### config.mk
export PLATFORM = sky130hd
export DESIGN_NAME = uart_word_loader
export DESIGN_NICKNAME = d
export VERILOG_FILES = /design/src/rtl/loader_pkg.sv /design/src/rtl/uart_byte_assembler.sv /design/src/rtl/uart_word_loader.sv
export SDC_FILE = /design/constraint.sdc
export NUM_CORES = 1
export LEC_CHECK = 0
export BUFFER_PORTS_ARGS = -buffer_cell sky130_fd_sc_hd__clkbuf_2
export CAP_MARGIN = 30
export CORE_UTILIZATION = 51
export DETAILED_ROUTE_END_ITERATION = 12
export GPL_TIMING_DRIVEN = 0
export PLACE_DENSITY = 0.78
export SYNTH_ARGS = -nofsm -noshare
export SYNTH_HDL_FRONTEND = slang
export SYNTH_HIERARCHICAL = 1
export SYNTH_SLANG_ARGS = --single-unit
### constraint.sdc
create_clock -name i_clk -period 6.2 [get_ports i_clk]
set_input_delay 0.62 -clock i_clk [delete_from_list [all_inputs] [get_ports i_clk]]
set_output_delay 0.62 -clock i_clk [all_outputs]
set_load 0.005 [all_outputs]
### src/rtl/loader_pkg.sv
// Shared loader state type, byte width and default terminator helper.
// Latency: none (types and constants only). Backpressure: not applicable.
package loader_pkg;

    localparam int BYTE_W     = 8;
    localparam int MAX_DATA_W = 1024;

    typedef enum logic [1:0] {
        IDLE,
        LOAD,
        CSUM,
        DONE
    } state_t;

    // All-ones pattern of data_w bits, zero-extended to MAX_DATA_W.
    function automatic logic [MAX_DATA_W-1:0] default_terminator(input int data_w);
        logic [MAX_DATA_W-1:0] ones;
        ones = '0;
        for (int i = 0; i < MAX_DATA_W; i++) begin
            if (i < data_w) ones[i] = 1'b1;
        end
        return ones;
    endfunction

endpackage

### src/rtl/uart_byte_assembler.sv
// Packs bytes LSB first into a word and times out stalled partial words.
// Latency: word_vld is combinational with the final byte. Backpressure: none.
module uart_byte_assembler
    import loader_pkg::*;
#(
    parameter int DATA_W      = 32,
    parameter int TIMEOUT_CYC = 1_000_000
) (
    input  logic              i_clk,
    input  logic              i_resetn,
    input  logic              i_byte_vld,
    input  logic [BYTE_W-1:0] i_byte_dat,
    input  logic              i_clear,
    input  logic              i_timer_en,
    output logic              o_word_vld,
    output logic [DATA_W-1:0] o_word,
    output logic              o_timeout_pulse
);

    localparam int BPW    = DATA_W / BYTE_W;
    localparam int IDX_W  = (BPW > 1) ? $clog2(BPW) : 1;
    localparam int TCNT_W = $clog2(TIMEOUT_CYC + 1);

    logic [DATA_W-1:0] r_shift;
    logic [IDX_W-1:0]  r_idx;
    logic [TCNT_W-1:0] r_tcnt;
    logic              w_last;
    logic [DATA_W-1:0] w_word;

    assign w_last = (r_idx == IDX_W'(BPW - 1));

    always_comb begin
        w_word = r_shift;
        w_word[BYTE_W*int'(r_idx) +: BYTE_W] = i_byte_dat;
    end

    assign o_word_vld = i_byte_vld && w_last;
    assign o_word     = w_word;
    // An accepted byte in the expiry cycle takes priority over the timeout.
    assign o_timeout_pulse = i_timer_en && !i_byte_vld && (r_tcnt == TCNT_W'(TIMEOUT_CYC - 1));

    always_ff @(posedge i_clk or negedge i_resetn) begin
        if (!i_resetn) begin
            r_shift <= '0;
            r_idx   <= '0;
            r_tcnt  <= '0;
        end else if (i_clear || o_timeout_pulse) begin
            r_shift <= '0;
            r_idx   <= '0;
            r_tcnt  <= '0;
        end else if (i_byte_vld) begin
            r_shift <= w_last ? '0 : w_word;
            r_idx   <= w_last ? '0 : r_idx + 1'b1;
            r_tcnt  <= '0;
        end else if (i_timer_en) begin
            r_tcnt  <= r_tcnt + 1'b1;
        end else begin
            r_tcnt  <= '0;
        end
    end

endmodule

### src/rtl/uart_word_loader.sv
// UART program loader: bytes -> DATA_W words -> sequential memory writes; optional LOADER_CHECKSUM_EN.
// Latency: mem_we one cycle after the final byte strobe. Backpressure: none, bytes in DONE are dropped.
module uart_word_loader
    import loader_pkg::*;
#(
    parameter int                DATA_W      = 32,
    parameter int                DEPTH       = 256,
    parameter logic [DATA_W-1:0] TERMINATOR  = DATA_W'(default_terminator(DATA_W)),
    parameter int                TIMEOUT_CYC = 1_000_000,
    localparam int               ADDR_W      = $clog2(DEPTH)
) (
    input  logic              i_clk,
    input  logic              i_resetn,
    input  logic              i_uart_rx_en,
    input  logic              i_uart_rx_valid,
    input  logic [7:0]        i_uart_rx_data,
    input  logic              i_uart_rx_break,
    output logic              o_mem_we,
    output logic [ADDR_W-1:0] o_mem_addr,
    output logic [DATA_W-1:0] o_mem_wdata,
    output logic              o_write_done,
    output logic              o_overflow,
    output logic              o_timeout_err,
    output logic [ADDR_W:0]   o_word_count,
    output logic              o_checksum_ok
);

    state_t            r_state;
    logic [ADDR_W-1:0] r_addr;
    logic [ADDR_W-1:0] r_mem_addr;
    logic [DATA_W-1:0] r_mem_wdata;
    logic [ADDR_W:0]   r_count;
    logic              r_mem_we;
    logic              r_done;
    logic              r_ovf;
    logic              r_to;
`ifdef LOADER_CHECKSUM_EN
    logic [DATA_W-1:0] r_sum;
    logic              r_csum_ok;
`endif

    logic              w_accept;
    logic              w_timer_en;
    logic              w_word_vld;
    logic [DATA_W-1:0] w_word;
    logic              w_timeout;
    logic              w_full;

    // Break wins over a coincident byte strobe.
    assign w_accept   = i_uart_rx_en && i_uart_rx_valid && !i_uart_rx_break && (r_state != DONE);
    assign w_timer_en = (r_state == LOAD) || (r_state == CSUM);
    assign w_full     = (r_count == (ADDR_W+1)'(DEPTH));

    uart_byte_assembler #(
        .DATA_W      (DATA_W),
        .TIMEOUT_CYC (TIMEOUT_CYC)
    ) u_asm (
        .i_clk           (i_clk),
        .i_resetn        (i_resetn),
        .i_byte_vld      (w_accept),
        .i_byte_dat      (i_uart_rx_data),
        .i_clear         (i_uart_rx_break),
        .i_timer_en      (w_timer_en),
        .o_word_vld      (w_word_vld),
        .o_word          (w_word),
        .o_timeout_pulse (w_timeout)
    );

    always_ff @(posedge i_clk or negedge i_resetn) begin
        if (!i_resetn) begin
            r_state     <= IDLE;
            r_addr      <= '0;
            r_mem_addr  <= '0;
            r_mem_wdata <= '0;
            r_count     <= '0;
            r_mem_we    <= 1'b0;
            r_done      <= 1'b0;
            r_ovf       <= 1'b0;
            r_to        <= 1'b0;
`ifdef LOADER_CHECKSUM_EN
            r_sum       <= '0;
            r_csum_ok   <= 1'b1;
`endif
        end else begin
            r_mem_we <= 1'b0;
            if (i_uart_rx_break) begin
                r_state <= IDLE;
                r_addr  <= '0;
                r_count <= '0;
                r_done  <= 1'b0;
                r_ovf   <= 1'b0;
                r_to    <= 1'b0;
`ifdef LOADER_CHECKSUM_EN
                r_sum     <= '0;
                r_csum_ok <= 1'b1;
`endif
            end else if (w_word_vld) begin
                if (r_state == CSUM) begin
`ifdef LOADER_CHECKSUM_EN
                    r_csum_ok <= (w_word == r_sum);
`endif
                    r_done  <= 1'b1;
                    r_state <= DONE;
                end else if (w_word == TERMINATOR) begin
`ifdef LOADER_CHECKSUM_EN
                    r_state <= CSUM;
`else
                    r_done  <= 1'b1;
                    r_state <= DONE;
`endif
                end else if (w_full) begin
                    r_ovf   <= 1'b1;
                    r_done  <= 1'b1;
                    r_state <= DONE;
                end else begin
                    r_mem_we    <= 1'b1;
                    r_mem_addr  <= r_addr;
                    r_mem_wdata <= w_word;
                    r_addr      <= (r_addr == ADDR_W'(DEPTH - 1)) ? r_addr : r_addr + 1'b1;
                    r_count     <= r_count + 1'b1;
                    r_state     <= IDLE;
`ifdef LOADER_CHECKSUM_EN
                    r_sum       <= r_sum + w_word;
`endif
                end
            end else if (w_timeout) begin
                r_to <= 1'b1;
                if (r_state == CSUM) begin
`ifdef LOADER_CHECKSUM_EN
                    r_csum_ok <= 1'b0;
`endif
                    r_done  <= 1'b1;
                    r_state <= DONE;
                end else begin
                    r_state <= IDLE;
                end
            end else if (w_accept && (r_state == IDLE)) begin
                r_state <= LOAD;
            end
        end
    end

    assign o_mem_we      = r_mem_we;
    assign o_mem_addr    = r_mem_addr;
    assign o_mem_wdata   = r_mem_wdata;
    assign o_write_done  = r_done;
    assign o_overflow    = r_ovf;
    assign o_timeout_err = r_to;
    assign o_word_count  = r_count;
`ifdef LOADER_CHECKSUM_EN
    assign o_checksum_ok = r_csum_ok;
`else
    assign o_checksum_ok = 1'b1;
`endif

endmodule

# --- Yosys cells after proc, flatten, opt, wreduce, memory -nomap -nowiden ---
# Index checks and enable logic that the tools add are counted.
totals:
  reg_bits: 117
  out_inout_bits: 54
  word_cells: 110
classes:
  addsub: 5
  mux: 48
  n_shift: 2
  n_bitwise: 4
  n_reduce_logical: 26
  n_eq_ne: 13
ops:
  columns: ["op", "n"]
  rows:
  - ["$mux W32", 3]
  - ["$mux W20", 3]
  - ["$mux W8", 6]
  - ["$mux W9", 5]
  - ["$neg A5 Y33", 1]
  - ["$shift A8 B33 Y32 const A", 1]
  - ["$shiftx A8 B33 Y32", 1]
  - ["$bwmux W32", 1]
  - ["$eq A32 B32 Y1 const B", 1]
  - ["$mux W2", 11]
  - ["$add A20 B1 Y20 const B", 1]
  - ["$eq A20 B20 Y1 const B", 1]
  - ["$mux W1", 19]
  - ["$ne A2 B2 Y1 const B", 6]
  - ["$reduce_and A5 Y1", 2]
  - ["$add A9 B1 Y9 const B", 1]
  - ["$eq A9 B9 Y1 const B", 1]
  - ["$add A8 B1 Y8 const B", 1]
  - ["$eq A8 B8 Y1 const B", 1]
  - ["$reduce_and A4 Y1", 2]
  - ["$reduce_bool A2 Y1", 4]
  - ["$reduce_bool A4 Y1", 2]
  - ["$logic_and A1 B1 Y1", 7]
  - ["$reduce_bool A3 Y1", 2]
  - ["9 further kinds", 15]

# --- Depth between registers and ports, before layout ---
# Gate-level depths: netlist of the first run.
depth:
  ltp_word: 9
  depth_mapped: 14

# --- Cells and area by module ---
# Netlist of the first run, hierarchy kept.
modules_own_cells:
  columns: ["mod", "instances", "area_per_inst_um2", "cells_each", "seq_area_each_um2"]
  rows:
  - ["uart_word_loader", 1, 3153.0, 233, 1576.5]
  - ["uart_byte_assembler", 1, 2961.6, 322, 1351.3]

# --- Least setup slack after synthesis of the first run ---
# No wires, ideal clock.
synth_timing:
  kind: "input port to flip-flop"
  from: "in i_uart_rx_break"
  to: "reg r_mem_addr[0], in the netlist o_mem_addr[0]"
  setup_ps: 125
  n_path_buf: 4
  t_required_ps: 6075
  arrival_ps: 3132
  path_stages: 10
  setup_slack_ps: 2943
  cell_sequence: "clkbuf_1 -> nor4bb_1 -> clkbuf_1 -> clkbuf_1 -> and2_1 -> inv_1 -> a211oi_4 -> nand3_4 -> buf_8 -> mux2_4"
synth_between:
  elab_chain_len: 5
synth_lines:
  columns: ["element", "line", "text"]
  rows:
  - ["start, declared", "uart_word_loader.sv:17", "input logic i_uart_rx_break,"]
  - ["$logic_not A1 Y1", "uart_word_loader.sv:50", "assign w_accept = i_uart_rx_en && i_uart_rx_valid && !i_uart_rx_break && (r_state != DONE);"]
  - ["$logic_and A1 B1 Y1 (2 in a row)", "uart_word_loader.sv:50", null]
  - ["net w_accept", "uart_word_loader.sv:42", "logic w_accept;"]
  - ["$logic_and A1 B1 Y1", "uart_byte_assembler.sv:37", "assign o_word_vld = i_byte_vld && w_last;"]
  - ["net w_word_vld", "uart_word_loader.sv:44", "logic w_word_vld;"]
  - ["$reduce_and A5 Y1 (no line)", null, null]
  - ["end signal, assigned", "uart_word_loader.sv:117", "r_mem_addr <= r_addr;"]
  - ["end, declared", "uart_word_loader.sv:30", "logic [ADDR_W-1:0] r_mem_addr;"]
# The timed path passes the listed nets, and every way through them passes these cells.
# A chain may end at the register's enable or synchronous reset.

# --- Worst setup path in the final report of the first run ---
layout_timing:
  from: "reg r_state[1]"
  to: "reg r_mem_wdata[2], in the netlist o_mem_wdata[2]"
layout_between:
  elab_chain_len: 4
layout_lines:
  columns: ["element", "line", "text"]
  rows:
  - ["start, declared", "uart_word_loader.sv:28", "state_t r_state;"]
  - ["start signal, assigned", "uart_word_loader.sv:71", "r_state <= IDLE;"]
  - ["start signal, assigned", "uart_word_loader.sv:87", "r_state <= IDLE;"]
  - ["start signal, assigned", "uart_word_loader.sv:103", "r_state <= DONE;"]
  - ["$ne A2 B2 Y1", "uart_word_loader.sv:50", null]
  - ["$logic_and A1 B1 Y1", "uart_word_loader.sv:50", null]
  - ["net w_accept", "uart_word_loader.sv:42", null]
  - ["$logic_and A1 B1 Y1", "uart_byte_assembler.sv:37", null]
  - ["net w_word_vld", "uart_word_loader.sv:44", null]
  - ["$reduce_and A5 Y1 (no line)", null, null]
  - ["end signal, assigned", "uart_word_loader.sv:118", "r_mem_wdata <= w_word;"]
  - ["end, declared", "uart_word_loader.sv:31", "logic [DATA_W-1:0] r_mem_wdata;"]
# The timed path passes the listed nets, and every way through them passes these cells.

==> results of run 1 <==
[cell type report]
| class | count | area, um2 |
|---|---|---|
| fill | 884 | 4254 |
| clock buffer | 23 | 488.0 |
| timing repair buffer | 65 | 334.1 |
| clock inverter | 9 | 195.2 |
| inverter | 32 | 120.1 |
| multi-input combinational | 379 | 2874 |
| tap | 143 | 178.9 |
| buffer | 27 | 192.7 |
| sequential | 117 | 2928 |
[worst register-to-register path, cell delays in order, from the launching register on]
cell and delay [ps]:
dfrtp_1 420, ha_1 210, nor4bb_1 600, clkbuf_1 460
clkbuf_1 450, and2_1 300, inv_1 140, a211oi_4 560
nand3_4 250, buf_8 230, mux2_4 300
[worst paths after layout]
| path | start | end | slack (ps) | depth (start not counted) |
|---|---|---|---|---|
| max | r_state[1] | o_mem_wdata[2] | 2160 | 10 |
| min | i_resetn | o_mem_wdata[11] | 350 | 1 |
| max reg2reg | r_state[1] | o_mem_wdata[2] | 2160 | 10 |
| min reg2reg | u_asm/r_tcnt[0] | u_asm/r_tcnt[0] | 460 | 1 |
| max in group asynchronous | i_resetn | o_mem_wdata[24] | 5270 | 1 |
| min in group i_clk | u_asm/r_tcnt[0] | u_asm/r_tcnt[0] | 460 | 1 |
[report_power, final]
group	leakage (nW)	total [mW]	internal [mW]	switching (mW)
sequential	1.63	0.770	0.768	0.00257
combinational	1.53	0.0764	0.0209	0.0555
clock	0.337	1.13	0.794	0.336
[layer usage]
| layer | share of wire | up-vias |
|---|---|---|
| li1 | - | 2191 |
| met5 | 0 | - |
| met3 | 0.063 | 33 |
| met1 | 0.42 | 2374 |
| met4 | 0.025 | 0 |
| met2 | 0.49 | 188 |
[flip-flops by register name, indices dropped and copies added (netlist names), 2 cells and up]
signal / cells
o_word_count: 9
u_asm/r_idx: 2
u_asm/r_shift: 32
r_state: 2
o_mem_addr: 8
u_asm/r_tcnt: 20
o_mem_wdata: 32
r_addr: 8
[layout by cell type (no fill, tap or decap), types with 5 or more instances in the layout]
| cell | synthesis | routed |
|---|---|---|
| dfrtp_1 | 117 | 117 |
| clkbuf_2 | 0 | 64 |
| nor2_1 | 59 | 59 |
| mux2_4 | 39 | 39 |
| inv_1 | 32 | 32 |
| a21oi_1 | 29 | 29 |
| nand2_1 | 23 | 23 |
| a22o_1 | 20 | 20 |
| a22oi_1 | 20 | 20 |
| clkbuf_16 | 0 | 17 |
| nand3_1 | 16 | 16 |
| o21ai_0 | 16 | 16 |
| clkbuf_1 | 11 | 13 |
| or4_1 | 13 | 13 |
| ha_1 | 13 | 13 |
| o31ai_1 | 12 | 12 |
| nor2b_1 | 11 | 11 |
| xnor2_1 | 9 | 9 |
| nor3_1 | 7 | 7 |
| nand4_2 | 6 | 6 |
| nand4_1 | 6 | 6 |
| bufinv_16 | 0 | 6 |
| and3_1 | 5 | 5 |
| nand2b_1 | 5 | 5 |
| clkbuf_8 | 0 | 5 |
| or3_1 | 5 | 5 |
[metrics by stage]
step | std cells | utilization | area [um2]
6_report | 795 | 0.6322 | 7311
5_1_grt | 795 | 0.6322 | 7311
4_1_cts | 795 | 0.6322 | 7311
3_5_place_dp | 763 | 0.5731 | 6628
3_3_place_gp | 763 | 0.5723 | 6619
2_1_floorplan | 555 | - | 6115
[cells by family after synthesis]
logic type / synth area share
xor gates and xnor gates: 0.01576
other: 0.0006133
and+or+nand+nor: 0.1782
DFF: 0.4788
AOI/OAI and AO/OA: 0.1441
muxes: 0.1048
adders and majority gates: 0.02660
buffers and inverters: 0.05116
==> summary.md, run 1 <==
| Metric | Value |
|---|---|
| Setup TNS | 0 ps |
| CP Buf/Inv Count | 4 |
| Proportion of layout cells with a drive suffix above 1 | 0.2684 |
| Hpwl dp | 9623 um |
| Post-route setup slack | 2161 ps |
| Seq cells post-synth | 117 |
| Initial core utilization | 0.5287 |
| # setup viols final | 0 |
| Clock Skew | 7.769 ps |
| Grt total ovfl | 0 |
| Crit Path Category | flop to flop |
| Area growth, synth to finish | 19.56% |
| Final hold vios | 0 |
| CP Cell Sequence | ha_1, nor4bb_1, clkbuf_1, clkbuf_1, and2_1, inv_1, a211oi_4, nand3_4, buf_8, mux2_4 |
| Die width | 111.5 um |
| Global-route wire length before repair | 23670 um |
| Slew HR | 0.4045 |
| Netlist cell types | 64 |
| Status | finished with violations |
| Post-Syn Instances | 555 |
| Worst vdd ir | 0.1725 mV |
| Failing checks | DRC |
| YS warnings | 6 |
| Pre-antenna DRT Iters | 9 |
| Worst skew pair latency | 420 ps |
| Fin crit share | 0.6514 |
| Seq/Total Area, Yosys | 0.4788 |
| RSZ-0062 raised after global routing | no |
| Shortest clock period the worst path allows after layout | 4039 ps |
| Max Clock Freq | 0.2476 GHz |
| CP Capture Type | flop |
| Syn Area/Cell | 11.02 um2 |
| P per Cell Area | 270.3 nW/um2 |
| Via count | 4786 |
| Worst setup SP type | flop |
| Drt via density | 6.020 |
| P_leak | 3.498 nW |
| CP max stage cell | nor4bb_1 |
| Met1 usage | 0.3129 |
| Worst Hold Class | input pin to asynchronous set/reset pin |
| DRT antenna net count | 0 |
| Hold Buf Count CTS | 0 |
| Met3 usage | 0.05607 |
| CP max stage delay | 600 ps |
| Root buffer cell | clkbuf_16 |
| Post-CTS sizing | 0 |
| Largest area contributor in the netlist | dfrtp_1 |
| Core Box Area | 11560 um2 |
| Row cnt | 39 |
| Routing usage on met2 | 0.3925 |
| Total power | 1.976 mW |
| Vias in the first global route | 4674 |
| CTS Buffer Depth | 2 |
| Die height | 111.5 um |
| Port Buffers | 65 |
| Post-Place Setup Slack | 1910 ps |
| Post-synth top cells | dfrtp_1, nor2_1, mux2_4 |
| Routed WL | 14320 um |
| Die Area | 12430 um2 |
| Slew of the pin with the lowest slew margin | 893.3 ps |
| Layer with the highest usage | met2 |
| CP Max Fanout | 10 |
| Nets | 665 |
| Initial antenna violation count | 0 |
| Primary FF master, synth | dfrtp_1 |
| Final hold slack | 351.9 ps |
| Worst EP required | 6490 ps |
| Worst path arrival time | 4330 ps |
| Most common cell in the netlist | dfrtp_1 |
| CTS Sinks | 117 |
| WL per Instance | 18.01 um |
| Max Cap Viol | 0 |
| Post-synthesis net count | 581 |
| Slew Limit Fails | 0 |
| Antenna Cells | 0 |
| GRT Overall Usage | 0.2432 |
| CTS H-tree lvls | 4 |
| CP top delay family | buffers and inverters |
| Asr flop ratio synth | 1.000 |
| Reg clk slew, reported paths | 50 ps |
| # IOs | 67 |
| Crit path top cell by count | clkbuf_1 |
| DR DRC count | 5 |
| Mapped cell area | 6115 um2 |
| CTS Buf Count | 17 |
| Yosys top cell area share | 0.4788 |
| Post-synth EDFFs | 0 |
| Setup repair bufs after CTS | 0 |
| Area contributors post-synth | dfrtp_1, mux2_4, nor2_1, a22o_1, ha_1 |
| GP Congestion | 0.8653 |
| DRT iter0 DRCs | 448 |
| Largest net degree at the start of global routing | 118 |
| TritonCTS clock tree | done |
No activity file was read; power rests on OpenSTA's default activity.
==> run 2, diff against run 1 <==
- PLACE_DENSITY: 0.78 -> 0.81
- clock period: 6.2 -> 3.26 ns (I/O delays scaled with it)
==> run 2 against run 1 <==
Effect of this change:
- design area grew 1.6%
- combinational power up 110%
- largest power group unchanged
- via count fell by 0.17%
- critical path depth is 3 higher
- the flow still finishes with violations (DRC)
- power rose by 78%
- register-to-register slack worse by 2100 ps
- sequential share of layout area shrank 0.60 points
- cell count rose by 0.88%
- clock skew about the same
==> summary.md, run 2 (same netlist as run 1, synthesis figures left out) <==
| Metric | Value |
|---|---|
| CTS Buffer Depth | 2 |
| Worst vdd ir | 0.3309 mV |
| Max Cap Viol | 0 |
| P_leak | 3.558 nW |
| CTS Buf Count | 17 |
| Via count | 4778 |
| GRT Overall Usage | 0.2395 |
| Root buffer cell | clkbuf_16 |
| Gate power share | 0.046 |
| CP max stage delay | 390 ps |
| FF+latch area | 2929 um2 |
| Reg clk slew, reported paths | 50 ps |
| Slew Limit Fails | 0 |
| # IOs | 67 |
| CTS H-tree lvls | 4 |
| Shortest clock period the worst path allows after layout | 3198 ps |
| Max Clock Freq | 0.3127 GHz |
| Initial core utilization | 0.5287 |
| CP Capture Type | flop |
| Failing checks | DRC |
| Row cnt | 39 |
| Vias in the first global route | 4610 |
| Worst skew pair latency | 420 ps |
| P per Cell Area | 475.0 nW/um2 |
| Worst EP required | 3560 ps |
| CP Buf/Inv Count | 3 |
| Most common cell after layout, fill and taps aside | dfrtp_1 |
| P_sw | 812.5 uW |
| Proportion of layout cells with a drive suffix above 1 | 0.3080 |
| Pint | 2.715 mW |
| DR DRC count | 6 |
| Initial antenna violation count | 0 |
| CP max stage cell | dfrtp_1 |
| Drt via density | 5.958 |
| Worst path arrival time | 3500 ps |
| Clock share of power | 0.539 |
| Critical Path Source | u_asm/r_idx[1] |
| CP top delay family | simple AND/OR/NAND/NOR gates |
| Core Box Area | 11560 um2 |
| Slew HR | 0.4529 |
| Final hold vios | 0 |
| Fin crit share | 0.9808 |
| DRT iter0 DRCs | 431 |
| Area growth, synth to finish | 21.44% |
| Fillers | 851 |
| TritonCTS clock tree | done |
| Clock Skew | 7.470 ps |
| Slew of the pin with the lowest slew margin | 813.2 ps |
| Die height | 111.5 um |
| Hpwl dp | 9295 um |
| Sw frac | 0.2303 |
| Die width | 111.5 um |
| Routed WL | 14460 um |
| Final hold slack | 268.4 ps |
| Multi-input gate area | 2973 um2 |
| GP Congestion | 0.8790 |
| Die Area | 12430 um2 |
| Largest net degree at the start of global routing | 118 |
| Final std cells w/o fill | 802 |
| Nets | 672 |
| DRT antenna net count | 0 |
| Global-route wire length before repair | 23380 um |
| Sequential share of power | 0.415 |
| R2r startpoint | u_asm/r_idx[1] |
| Antenna Cells | 0 |
| Crit Path Category | flop to flop |
| Worst Hold Class | input pin to asynchronous set/reset pin |
| Pre-antenna DRT Iters | 9 |
| Port Buffers | 65 |
| Worst setup SP type | flop |
| CP Cell Sequence | inv_1, ha_4, nor4b_4, and2_4, nand2_1, o21ai_0, nand4_2, nor4_4, buf_4, a211oi_4, nand3_4, buf_8, mux2_4 |
| WL per Instance | 18.03 um |
| Status | finished with violations |
| Most frequent cells in the layout | dfrtp_1, clkbuf_2, nor2_1 |
| Placed insts | 763 |
| Grt total ovfl | 0 |
| # setup viols final | 0 |
| CP Max Fanout | 10 |
| CTS Sinks | 117 |
## run 2: changes by cell type in the layout (fill, tap and decap cells not counted), moves of 4 or more
cell / before / now
buf_4: 3 / 11
clkbuf_1: 13 / 5
clkbuf_8: 5 / 1
o22ai_1: 4 / 0
## run 2: area by class of cell
class	instances	area share
buffer	25	0.02628
timing repair buffer	74	0.05712
clock buffer	17	0.05729
tap	143	0.02409
sequential	117	0.3944
multi-input combinational	379	0.4003
inverter	32	0.01618
clock inverter	15	0.02426
## run 2: power by group through the flow
stage / sequential, mW / clock, mW / combinational, mW
after CTS: 1.46 / 1.93 / 0.146
after floorplan: 1.49 / 0 / 0.0732
after global routing: 1.46 / 2.01 / 0.176
after global placement: 1.49 / 0 / 0.138
after detailed placement: 1.49 / 0 / 0.143
final: 1.46 / 1.90 / 0.162
## run 2: path summary, 6_finish.rpt
kind                                     endpoint  slack [ps]  depth (start not counted)
worst max-delay path               o_mem_wdata[1]          60                         13
worst min-delay path              o_mem_wdata[14]         270                          2
worst max register to register     o_mem_wdata[1]          60                         13
worst min register to register    u_asm/r_tcnt[0]         460                          1
max in group asynchronous       u_asm/r_shift[23]        2260                          3
min in group i_clk              u_asm/r_shift[14]         310                          3
## run 2: per-layer routing
| layer | global-route usage | part of all wire | vias up |
|---|---|---|---|
| met4 | 0.07748 | 0.026 | 0 |
| met2 | 0.3925 | 0.49 | 190 |
| met5 | 0 | 0 | - |
| li1 | - | - | 2204 |
| met3 | 0.06151 | 0.058 | 30 |
| met1 | 0.3114 | 0.43 | 2354 |
## run 2: through the flow
step	power, mW	cell area (um2)	worst slack [ps]	utilization	setup TNS, ps
2_1_floorplan	1.562	6115	126.2	-	0
3_3_place_gp	1.627	6619	-597.0	0.5723	-29180
3_5_place_dp	1.632	6628	-688.4	0.5731	-34400
4_1_cts	3.537	7320	23.25	0.6329	0
5_1_grt	3.647	7426	-46.96	0.6421	-49.36
6_report	3.527	7426	62.45	0.6421	0
## run 2: repair_timing
action,4_1_cts,5_1_grt
buffers inserted,4,3
gates cloned,0,0
endpoints found under the hold margin,0,1
hold buffers,0,1
resized for setup,15,16
endpoints found under the setup margin,62,54
pin swaps,4,3
## run 2: worst register-to-register path, cell delays in order (launching register included)
cell,delay (ps)
dfrtp_1,390
inv_1,120
ha_4,320
nor4b_4,240
and2_4,260
nand2_1,80
o21ai_0,170
nand4_2,240
nor4_4,300
buf_4,180
a211oi_4,80
nand3_4,190
buf_8,200
mux2_4,310
